==> config.mk <==
export PLATFORM = sky130hd
export DESIGN_NAME = light_track
export DESIGN_NICKNAME = d
export VERILOG_FILES = /design/src/rtl/light_track.sv
export SDC_FILE = /design/constraint.sdc
export NUM_CORES = 1
export LEC_CHECK = 0
export ABC_AREA = 1
export CAP_MARGIN = 5
export CORE_MARGIN = 3
export CORE_UTILIZATION = 50
export CTS_CLUSTER_DIAMETER = 200
export CTS_CLUSTER_SIZE = 12
export DETAILED_ROUTE_END_ITERATION = 6
export PLACE_DENSITY = 0.88
export SYNTH_ARGS = -nofsm -noshare
export SYNTH_HDL_FRONTEND = slang
export SYNTH_SLANG_ARGS = --single-unit
export TNS_END_PERCENT = 100
==> constraint.sdc <==
create_clock -name Clock -period 2.5 [get_ports Clock]
set_clock_uncertainty 0.2 [all_clocks]
set_input_delay 0.5 -clock Clock [delete_from_list [all_inputs] [get_ports Clock]]
set_output_delay 0.5 -clock Clock [all_outputs]
set_load 0.005 [all_outputs]
==> src/rtl/light_track.sv <==
// Tug-of-war light game: each key press drags the lit position one step toward
// that player; pushing it off your own end wins the round and flashes the playfield.
module light_track #(
    parameter int N_LIGHTS = 9,
    parameter int SCORE_W  = 3,
    parameter int WIN_HOLD = 4
) (
    input  logic                Clock,
    input  logic                RST,
    input  logic                L,
    input  logic                R,
    output logic [N_LIGHTS-1:0] lights,
    output logic [1:0]          winner,
    output logic                game_over,
    output logic [SCORE_W-1:0]  left_score,
    output logic [SCORE_W-1:0]  right_score,
    output logic [1:0]          dbgState
);

    localparam int PW     = (N_LIGHTS > 1) ? $clog2(N_LIGHTS) : 1;
    localparam int HW     = (WIN_HOLD > 1) ? $clog2(WIN_HOLD) : 1;
    localparam int CENTER = (N_LIGHTS - 1) / 2;

    localparam logic [PW-1:0]      POS_CENTER = PW'(CENTER);
    localparam logic [PW-1:0]      POS_MAX    = PW'(N_LIGHTS - 1);
    localparam logic [HW-1:0]      HOLD_LAST  = HW'(WIN_HOLD - 1);
    localparam logic [SCORE_W-1:0] SCORE_MAX  = {SCORE_W{1'b1}};

    typedef enum logic [1:0] {
        PLAY  = 2'd0,
        WIN_L = 2'd1,
        WIN_R = 2'd2
    } state_t;

    state_t        state;
    logic [PW-1:0] pos;
    logic [HW-1:0] holdCnt;
    logic          L_prev;
    logic          R_prev;
    logic          leftPress;
    logic          rightPress;

    assign leftPress  = L && !L_prev;
    assign rightPress = R && !R_prev;

    always_ff @(posedge Clock) begin
        if (RST) begin
            state       <= PLAY;
            pos         <= POS_CENTER;
            holdCnt     <= '0;
            left_score  <= '0;
            right_score <= '0;
            // Treat keys as already down so one held through reset cannot fire.
            L_prev      <= 1'b1;
            R_prev      <= 1'b1;
        end else begin
            L_prev <= L;
            R_prev <= R;
            case (state)
                PLAY: begin
                    if (leftPress && !rightPress) begin
                        if (pos == POS_MAX) begin
                            state   <= WIN_L;
                            holdCnt <= '0;
                            if (left_score != SCORE_MAX)
                                left_score <= left_score + SCORE_W'(1);
                        end else begin
                            pos <= pos + PW'(1);
                        end
                    end else if (rightPress && !leftPress) begin
                        if (pos == '0) begin
                            state   <= WIN_R;
                            holdCnt <= '0;
                            if (right_score != SCORE_MAX)
                                right_score <= right_score + SCORE_W'(1);
                        end else begin
                            pos <= pos - PW'(1);
                        end
                    end
                end
                WIN_L, WIN_R: begin
                    if (holdCnt == HOLD_LAST) begin
                        state   <= PLAY;
                        pos     <= POS_CENTER;
                        holdCnt <= '0;
                    end else begin
                        holdCnt <= holdCnt + HW'(1);
                    end
                end
                default: begin
                    state <= PLAY;
                    pos   <= POS_CENTER;
                end
            endcase
        end
    end

    // Outputs depend only on registered state; L and R never reach them directly.
    always_comb begin
        lights    = '1;
        winner    = 2'b00;
        game_over = 1'b0;
        case (state)
            PLAY: begin
                lights = N_LIGHTS'(1) << pos;
            end
            WIN_L: begin
                winner    = 2'b10;
                game_over = 1'b1;
            end
            WIN_R: begin
                winner    = 2'b01;
                game_over = 1'b1;
            end
            default: begin
                lights = '0;
            end
        endcase
    end

    assign dbgState = state;

endmodule

After elaboration in Yosys (flattened, before gate mapping)
Cells that the tools add are included.
{"block": "word_totals", "inputBits": 4, "regBits": 16, "wordCells": 64}
{"block": "classes", "addsub": 5, "eq_ne": 12, "mux": 21, "bitwise": 1, "n_shift": 1, "reduce_logical": 17}
{"op": "3-bit inequality test (second input constant)", "count": 7}
{"op": "2-bit 2-to-1 mux", "count": 10}
{"op": "4-bit 2-to-1 mux", "count": 5}
{"op": "9-bit case mux with 2 select lines", "count": 1}
{"op": "4-bit AND reduction", "count": 4}
{"op": "2-bit case mux with 2 select lines", "count": 3}
{"op": "1-bit by 4-bit << shifter with 9-bit output (first input constant)", "count": 1}
{"op": "4-bit case mux with 2 select lines", "count": 1}
{"op": "3-bit by 1-bit adder with 3-bit output (second input constant)", "count": 2}
{"op": "5-bit AND reduction", "count": 1}
{"op": "4-bit by 1-bit adder with 4-bit output (second input constant)", "count": 1}
{"op": "2-bit equality test (second input constant)", "count": 2}
{"op": "4-bit equality test (second input constant)", "count": 1}
{"op": "1-bit logical AND", "count": 4}
{"op": "1-bit zero test", "count": 4}
{"op": "4-bit zero test", "count": 1}
{"op": "4-bit by 1-bit subtractor with 4-bit output (second input constant)", "count": 1}
{"op": "2-bit by 1-bit adder with 2-bit output (second input constant)", "count": 1}
{"op": "2-bit by 1-bit equality test with 1-bit output (second input constant)", "count": 1}
{"op": "2-bit zero test", "count": 1}
{"op": "2-bit by 1-bit inequality test with 1-bit output (second input constant)", "count": 1}
{"op": "2-bit nonzero test", "count": 1}
{"op": "2-bit OR reduction", "count": 1}
{"op": "1-bit 2-to-1 mux", "count": 1}
{"op": "1-bit NOT", "count": 1}

Longest topological paths before layout
Gate-level depths: netlist of run 1.
{"block": "depth", "word_depth": 7, "depth_mapped": 13, "depth_no_buf": 13}

Worst setup path after synthesis of run 1
No wires, ideal clock.
{"block": "synth_timing", "path_kind": "input-to-reg", "startpoint": "in L", "endpoint": "reg pos[3]", "stages": 11, "path_slack_ns": 0.384, "arrival_time_ns": 1.806, "n_path_buf": 0, "required_time_ns": 2.190, "setup_time_ns": 0.110, "cell_sequence": "inv_1 > nor2_1 > ha_1 > inv_1 > ha_1 > a21oi_1 > nand3_1 > nand3_1 > nand2_2 > inv_2 > nor2_2"}
{"block": "synth_between", "elab_chain_cells": 5}
{"item": "from (decl)", "line_no": "10", "source": "input logic L,"}
{"item": "1-bit logical AND *", "line_no": "43", "source": "assign leftPress = L && !L_prev;"}
{"item": "1-bit zero test", "line_no": "70", "source": "end else if (rightPress && !leftPress) begin"}
{"item": "1-bit logical AND", "line_no": "70"}
{"item": "3-bit inequality test (no source line)"}
{"item": "4-bit AND reduction (no source line)"}
{"item": "to (signal assigned)", "line_no": "68", "source": "pos <= pos + PW'(1);"}
{"item": "to (signal assigned)", "line_no": "77", "source": "pos <= pos - PW'(1);"}
{"item": "to (decl)", "line_no": "36", "source": "logic [PW-1:0] pos;"}
Every way passes the cells marked *; elsewhere a longest branch is shown, timed or not.
A chain may end at the register's enable or synchronous reset.

Final worst setup path of run 1
{"block": "layout_timing", "startpoint": "reg pos[3]", "endpoint": "out lights[8]"}
{"block": "layout_between", "elab_chain_cells": 2}
{"item": "1-bit by 4-bit << shifter with 9-bit output", "line_no": "105", "source": "lights = N_LIGHTS'(1) << pos;"}
{"item": "9-bit case mux with 2 select lines", "line_no": "103", "source": "case (state)"}
{"item": "to (decl)", "line_no": "12", "source": "output logic [N_LIGHTS-1:0] lights,"}
No other way between the ends.

==> run summary, run 1 <==
Root buf cell: clkbuf_4
End of the critical path: lights[8]
R2R depth: 11
Yosys warning count: 0
Power density over cell area: 1180 nW/um2
Max-slew headroom: 74.85%
Die X-Extent: 54.11 um
Max Cap Viol: 0
WL final: 2.893 mm
Initial core utilization: 55.59%
Cts hold-fix bufs: 0
Syn_nets: 183
First-pass GRT wire length: 4.650 mm
Inserted Clock Buffers: 3
WS Path Type: flip-flop to output port
Post-route antenna net violation count: 0
Max IR drop VDD: 0.0007412 V
Layout area overhead: 33.19%
Crit end category: output port
Clock-pin transition on the worst setup and hold timing paths: 0.11 ns
Synth top cells by count: nand2_1, nor2_1, inv_1, dfxtp_1, a21oi_1
Final min period: 2.377 ns
Synth top area cells: dfxtp_1, ha_1, nand2_1, nor2_1, a21oi_1
Seq cells post-synth: 16
Worst Setup Start Kind: flip-flop
# diodes: 0
Worst Path Arrival: 1.68 ns
Worst r2r src: R_prev
Synth Instances: 165
Switching share of power: 46.26%
Outcome: finished clean
Clock power frac: 10.0%
Most used DFF post-synth: dfxtp_1
Initial antenna violation count: 0
Total Nets Final: 217
Fmax: 420.6 MHz
Worst Setup SP: pos[3]
Reg2Reg Setup Slack: 0.57 ns
Flop pwr share: 20.8%
Syn avg cell area: 7.014 um2
Die Area: 2928 um2
Critical Path Fanout Max: 5
Pins Over Slew Limit: 0
P_leak: 0.7599 nW
Largest net degree at the start of global routing: 15
Top-area cell type share of the netlist area: 27.68%
Post-Syn Area: 1157 um2
DR pass1 iterations: 4
Unique masters post-synth: 24
Final hold violations: 0
Post-synth EDFFs: 0
Pint: 0.0009776 W
Synth async-reset ratio: 0%
Filler instances: 161
Power share of the combinational group: 69.2%
Vias/cell: 5.267
GRT Total Usage: 22.15%
Clock Path Buffers: 2
# port buffers: 23
Area of the multi-input gates: 769.5 um2
Post-synth top area cell: dfxtp_1
Vias in the first global route: 1,144
Worst reg2reg path endpoint: pos[3]
Avg WL per Cell: 12.86 um
Least-Margin Pin Slew: 0.3769 ns
Core area: 2082 um2
Cell area after layout: 1541 um2
Routability Congestion: 0.9629
CTS tree: yes
Sequential cell area: 325.3 um2
Worst skew pair latency: 0.30 ns
NetSw: 0.0008414 W
Tcrit/Tclk final: 95.10%
Count leader, synth: nand2_1
Cell Rows: 16
Setup TNS: 0 ns
Via Count: 1,185
Layout cells sized above 1: 23.74%
Min Hold Slack: 0.3022 ns
Final setup fails: 0
Drt initial violations: 20
DP HPWL: 2.115 mm
Sequential share of the synthesized area: 27.68%
Die span in y: 54.11 um
Hold WC Path Type: flip-flop to flip-flop
Clock sink count: 16
Placed Area: 1461 um2
WP data required: 1.80 ns
Number of remaining DRC errors: 0
Fin cells: 225
Dpl cells: 219
Gr ovfl total: 0
Boundary Pins: 24
H-tree levels: 1
layout make-up:
cell class | instances | area share (%)
clock buffer | 4 | 2.354
inverter | 25 | 6.088
multi-input combinational | 121 | 49.92
sequential | 16 | 21.10
tap | 27 | 2.192
timing repair buffer | 32 | 18.34
cells in the final DEF, fill, tap and decap left out, drive strengths merged:
master,instances
nand2,38
nor2,34
inv,24
dfxtp,16
a21oi,15
clkdlybuf4s50,14
ha,13
buf,9
dlygate4sd2,8
nand3,8
o21ai,7
clkbuf,5
nor3,2
a211oi,1
clkinv,1
xnor2,1
nand4,1
fa,1
stage by stage:
stage,utilization (%),worst slack (ns),total power [W]
2_1_floorplan,-,0.3837,0.001050
3_3_place_gp,70.19,0.01552,0.001525
3_5_place_dp,70.19,-0.1085,0.001586
4_1_cts,73.98,0.06014,0.001783
5_1_grt,74.04,-0.009234,0.001959
6_report,74.04,0.1226,0.001819
power groups by stage:
stage                     sequential (W)  clock (W)  combinational [W]
after floorplan                 0.000355          0           0.000696
after global placement          0.000362          0            0.00116
after detailed placement        0.000366          0            0.00122
after CTS                       0.000375   0.000180            0.00123
after global routing            0.000384   0.000192            0.00138
final                           0.000378   0.000182            0.00126
flip-flops by register name (all words and copies together), names as in the netlist:
name         count
L_prev           1
R_prev           1
dbgState         2
holdCnt          2
left_score       3
pos              4
right_score      3
worst min path at each step:
stage	start	endpoint	depth (start not counted)
2_1_floorplan	holdCnt[0]	holdCnt[0]	2
3_3_place_gp	left_score[0]	left_score[0]	1
3_5_place_dp	holdCnt[0]	holdCnt[0]	2
4_1_cts	holdCnt[0]	holdCnt[0]	2
5_1_grt	holdCnt[0]	holdCnt[0]	2
6_report	right_score[0]	right_score[0]	2
worst max-delay path, stage by stage (launching register included):
cell and delay, ns:
dfxtp_1 0.56, inv_2 0.12, nor2_4 0.12, nand2_1 0.10, a211oi_1 0.22, dlygate4sd2_1 0.26
per-layer routing:
layer / vias to the layer above / global-route usage (%) / wire, um
met4: 0 / 10.37 / 41
met1: 551 / 24.16 / 1213
met5: - / 0 / 0
met3: 5 / 3.047 / 138
li1: 592 / - / -
met2: 37 / 41.53 / 1500
what timing repair did:
action / in CTS / in global routing
endpoints found under the setup margin: 9 / 1
resized for setup: 23 / 3
buffers inserted: 2 / 0
pin swaps: 0 / 0
hold endpoints to repair: 0 / 0
kinds of logic after synthesis:
family / Yosys count / share of synthesized area [%]
AND/OR/NAND/NOR: 83 / 36.43
XOR/XNOR: 1 / 0.7569
flip-flops: 16 / 27.68
adder cells (fa/ha/maj): 14 / 15.78
AO/OA/AOI/OAI: 23 / 10.16
buffers and inverters: 28 / 9.188
(Power assumes the default switching activity.)
==> run 2, diff against run 1 <==
SKIP_LAST_GASP = 1   (was not set)
==> run summary, run 2 (same netlist as run 1, synthesis figures left out) <==
Crit end category: output port (unchanged)
Largest Register: pos (unchanged)
Worst Setup Start Kind: flip-flop (unchanged)
Final hold violations: 0 (unchanged)
Total Nets Final: 217 (unchanged)
Fin cells: 225 (unchanged)
Placed Area: 1461 um2 (unchanged)
Die Area: 2928 um2 (unchanged)
First-pass GRT wire length: 4.491 mm (was 4.650 mm)
Via Count: 1,165 (was 1,185)
Boundary Pins: 24 (unchanged)
Die span in y: 54.11 um (unchanged)
Initial core utilization: 55.59% (unchanged)
Worst Path Arrival: 1.84 ns (was 1.68 ns)
Flop pwr share: 20.7% (was 20.8%)
WS Path Type: flip-flop to output port (unchanged)
Worst r2r src: R_prev (unchanged)
Filler instances: 155 (was 161)
DP HPWL: 2.115 mm (unchanged)
WL final: 2.765 mm (was 2.893 mm)
Final setup fails: 1 (was 0)
Clock Path Buffers: 2 (unchanged)
Post-route antenna net violation count: 0 (unchanged)
Worst Setup SP: pos[1] (was pos[3])
Final min period: 2.541 ns (was 2.377 ns)
Clock power frac: 9.9% (was 10.0%)
Core area: 2082 um2 (unchanged)
Fmax: 393.5 MHz (was 420.6 MHz)
Root buf cell: clkbuf_4 (unchanged)
Max-slew headroom: 74.66% (was 74.85%)
Die X-Extent: 54.11 um (unchanged)
Switching share of power: 45.33% (was 46.26%)
Hold WC Path Type: flip-flop to flip-flop (unchanged)
Gr ovfl total: 0 (unchanged)
Power density over cell area: 1177 nW/um2 (was 1180 nW/um2)
Total Power: 0.001823 W (was 0.001819 W)
Area of the multi-input gates: 769.5 um2 (unchanged)
Power share of the combinational group: 69.4% (was 69.2%)
Layout area overhead: 33.84% (was 33.19%)
Least-Margin Pin Slew: 0.3796 ns (was 0.3769 ns)
Inserted Clock Buffers: 3 (unchanged)
Violated checks: negative setup slack
Crit-path cells: nor2_4, nand2_2, nor2_4, inv_1, a21oi_1, clkdlybuf4s50_1 (was inv_2, nor2_4, nand2_1, a211oi_1, dlygate4sd2_1)
CTS tree: yes (unchanged)
Max IR drop VDD: 0.0007727 V (was 0.0007412 V)
CP most frequent cell: nor2_4
Regs by FF count: pos (4), left_score (3), right_score (3) (unchanged)
Commonest non-fill, non-tap cells in the layout: nand2_1, nor2_1, inv_1 (unchanged)
Number of remaining DRC errors: 0 (unchanged)
WP data required: 1.80 ns (about the same)
Hold Startpoint: holdCnt[0] (was right_score[0])
Cell Rows: 16 (unchanged)
Critical Path Fanout Max: 5 (unchanged)
Vias in the first global route: 1,145 (was 1,144)
Sequential cell area: 324.1 um2 (was 325.3 um2)
Largest net degree at the start of global routing: 15 (unchanged)
DR pass1 iterations: 4 (unchanged)
Max Cap Viol: 0 (unchanged)
Final WS setup: -0.04129 ns (was 0.1226 ns)
Tcrit/Tclk final: 101.7% (was 95.10%)
GRT Total Usage: 21.05% (was 22.15%)
# port buffers: 23 (unchanged)
Drt initial violations: 31 (was 20)
Pint: 0.0009964 W (was 0.0009776 W)
Setup TNS: -0.04129 ns (was 0 ns)
Clock sink count: 16 (unchanged)
P_leak: 0.7801 nW (was 0.7599 nW)
Worst skew pair latency: 0.30 ns (about the same)
Layout cells sized above 1: 23.23% (was 23.74%)
Outcome: finished with violations (was finished clean)
# diodes: 0 (unchanged)
RSZ-0062 raised after global routing: yes
Pins Over Slew Limit: 0 (unchanged)
Avg WL per Cell: 12.29 um (was 12.86 um)
Clock-pin transition on the worst setup and hold timing paths: 0.10 ns (was 0.11 ns)
Dpl cells: 219 (unchanged)
NetSw: 0.0008262 W (was 0.0008414 W)
Initial antenna violation count: 0 (unchanged)
CP peak stage delay: 0.51 ns (was 0.56 ns)
Cell area after layout: 1549 um2 (was 1541 um2)
Most common cell after layout, fill and taps aside: nand2_1 (unchanged)
Routability Congestion: 0.9629 (unchanged)
Max FFs per register: 4 (unchanged)
Vias/cell: 5.178 (was 5.267)
Crit-path slowest cell: clkdlybuf4s50_1 (was dfxtp_1)
H-tree levels: 1 (unchanged)
## run 2: changes by cell type in the layout (fill, tap and decap cells not counted)
cell and delta:
dlygate4sd2_1 -3, dlymetal6s2s_1 +2, clkdlybuf4s50_1 +1, dfxtp_1 +1
dfxtp_2 -1
## run 2: final cells by class
cell class,count,share of cell area [%]
Clock buffer,4,2.342
Inverter,25,6.058
Multi-Input combinational cell,121,49.68
Sequential cell,16,20.92
Tap cell,27,2.181
Timing Repair Buffer,32,18.82
## run 2: routing by layer
layer / wire length (um) / part of all wire, % / GRT usage, % / vias up
met1: 1148 / 42 / 23.10 / 537
met2: 1431 / 52 / 39.72 / 38
met3: 146 / 5.3 / 3.047 / 5
met5: 0 / 0 / 0 / -
met4: 38 / 1.4 / 8.714 / 0
li1: - / - / - / 585
## run 2: worst paths after layout
kind                            cells past startpoint         end  slack [ns]
worst max-delay path                                6   lights[0]       -0.04
worst max register to register                     12      pos[3]        0.57
worst min register to register                      2  holdCnt[0]        0.29
worst min-delay path                                2  holdCnt[0]        0.29
## run 2: critical path, delay by kind of cell (launching register included)
family | cells | cell delay [ns]
buffers and inverters | 2 | 0.56
and+or+nand+nor | 3 | 0.46
DFF | 1 | 0.39
AOI/OAI and AO/OA | 1 | 0.12
## run 2: power groups by stage
stage          logic [W]  clock network (W)  registers (W)
2_1_floorplan   0.000696                  0       0.000355
3_3_place_gp     0.00116                  0       0.000362
3_5_place_dp     0.00122                  0       0.000366
4_1_cts          0.00125           0.000180       0.000374
5_1_grt          0.00139           0.000190       0.000382
6_report         0.00127           0.000180       0.000377
## run 2: through the flow
stage | hold slack (ns) | setup WS, ns | util, %
2_1_floorplan | 0.2518 | 0.3837 | -
3_3_place_gp | 0.2668 | 0.01552 | 70.19
3_5_place_dp | 0.2816 | -0.1085 | 70.19
4_1_cts | 0.2975 | -0.06781 | 73.86
5_1_grt | 0.3326 | -0.1429 | 74.40
6_report | 0.2934 | -0.04129 | 74.40
## run 2: what timing repair did
action | 4_1_cts | 5_1_grt
pin swaps | 0 | 2
hold buffers | 0 | 0
setup buffers | 2 | 0
resized for setup | 18 | 6
cloned | 0 | 0
endpoints found under the setup margin | 9 | 4
hold endpoints to repair | 0 | 0
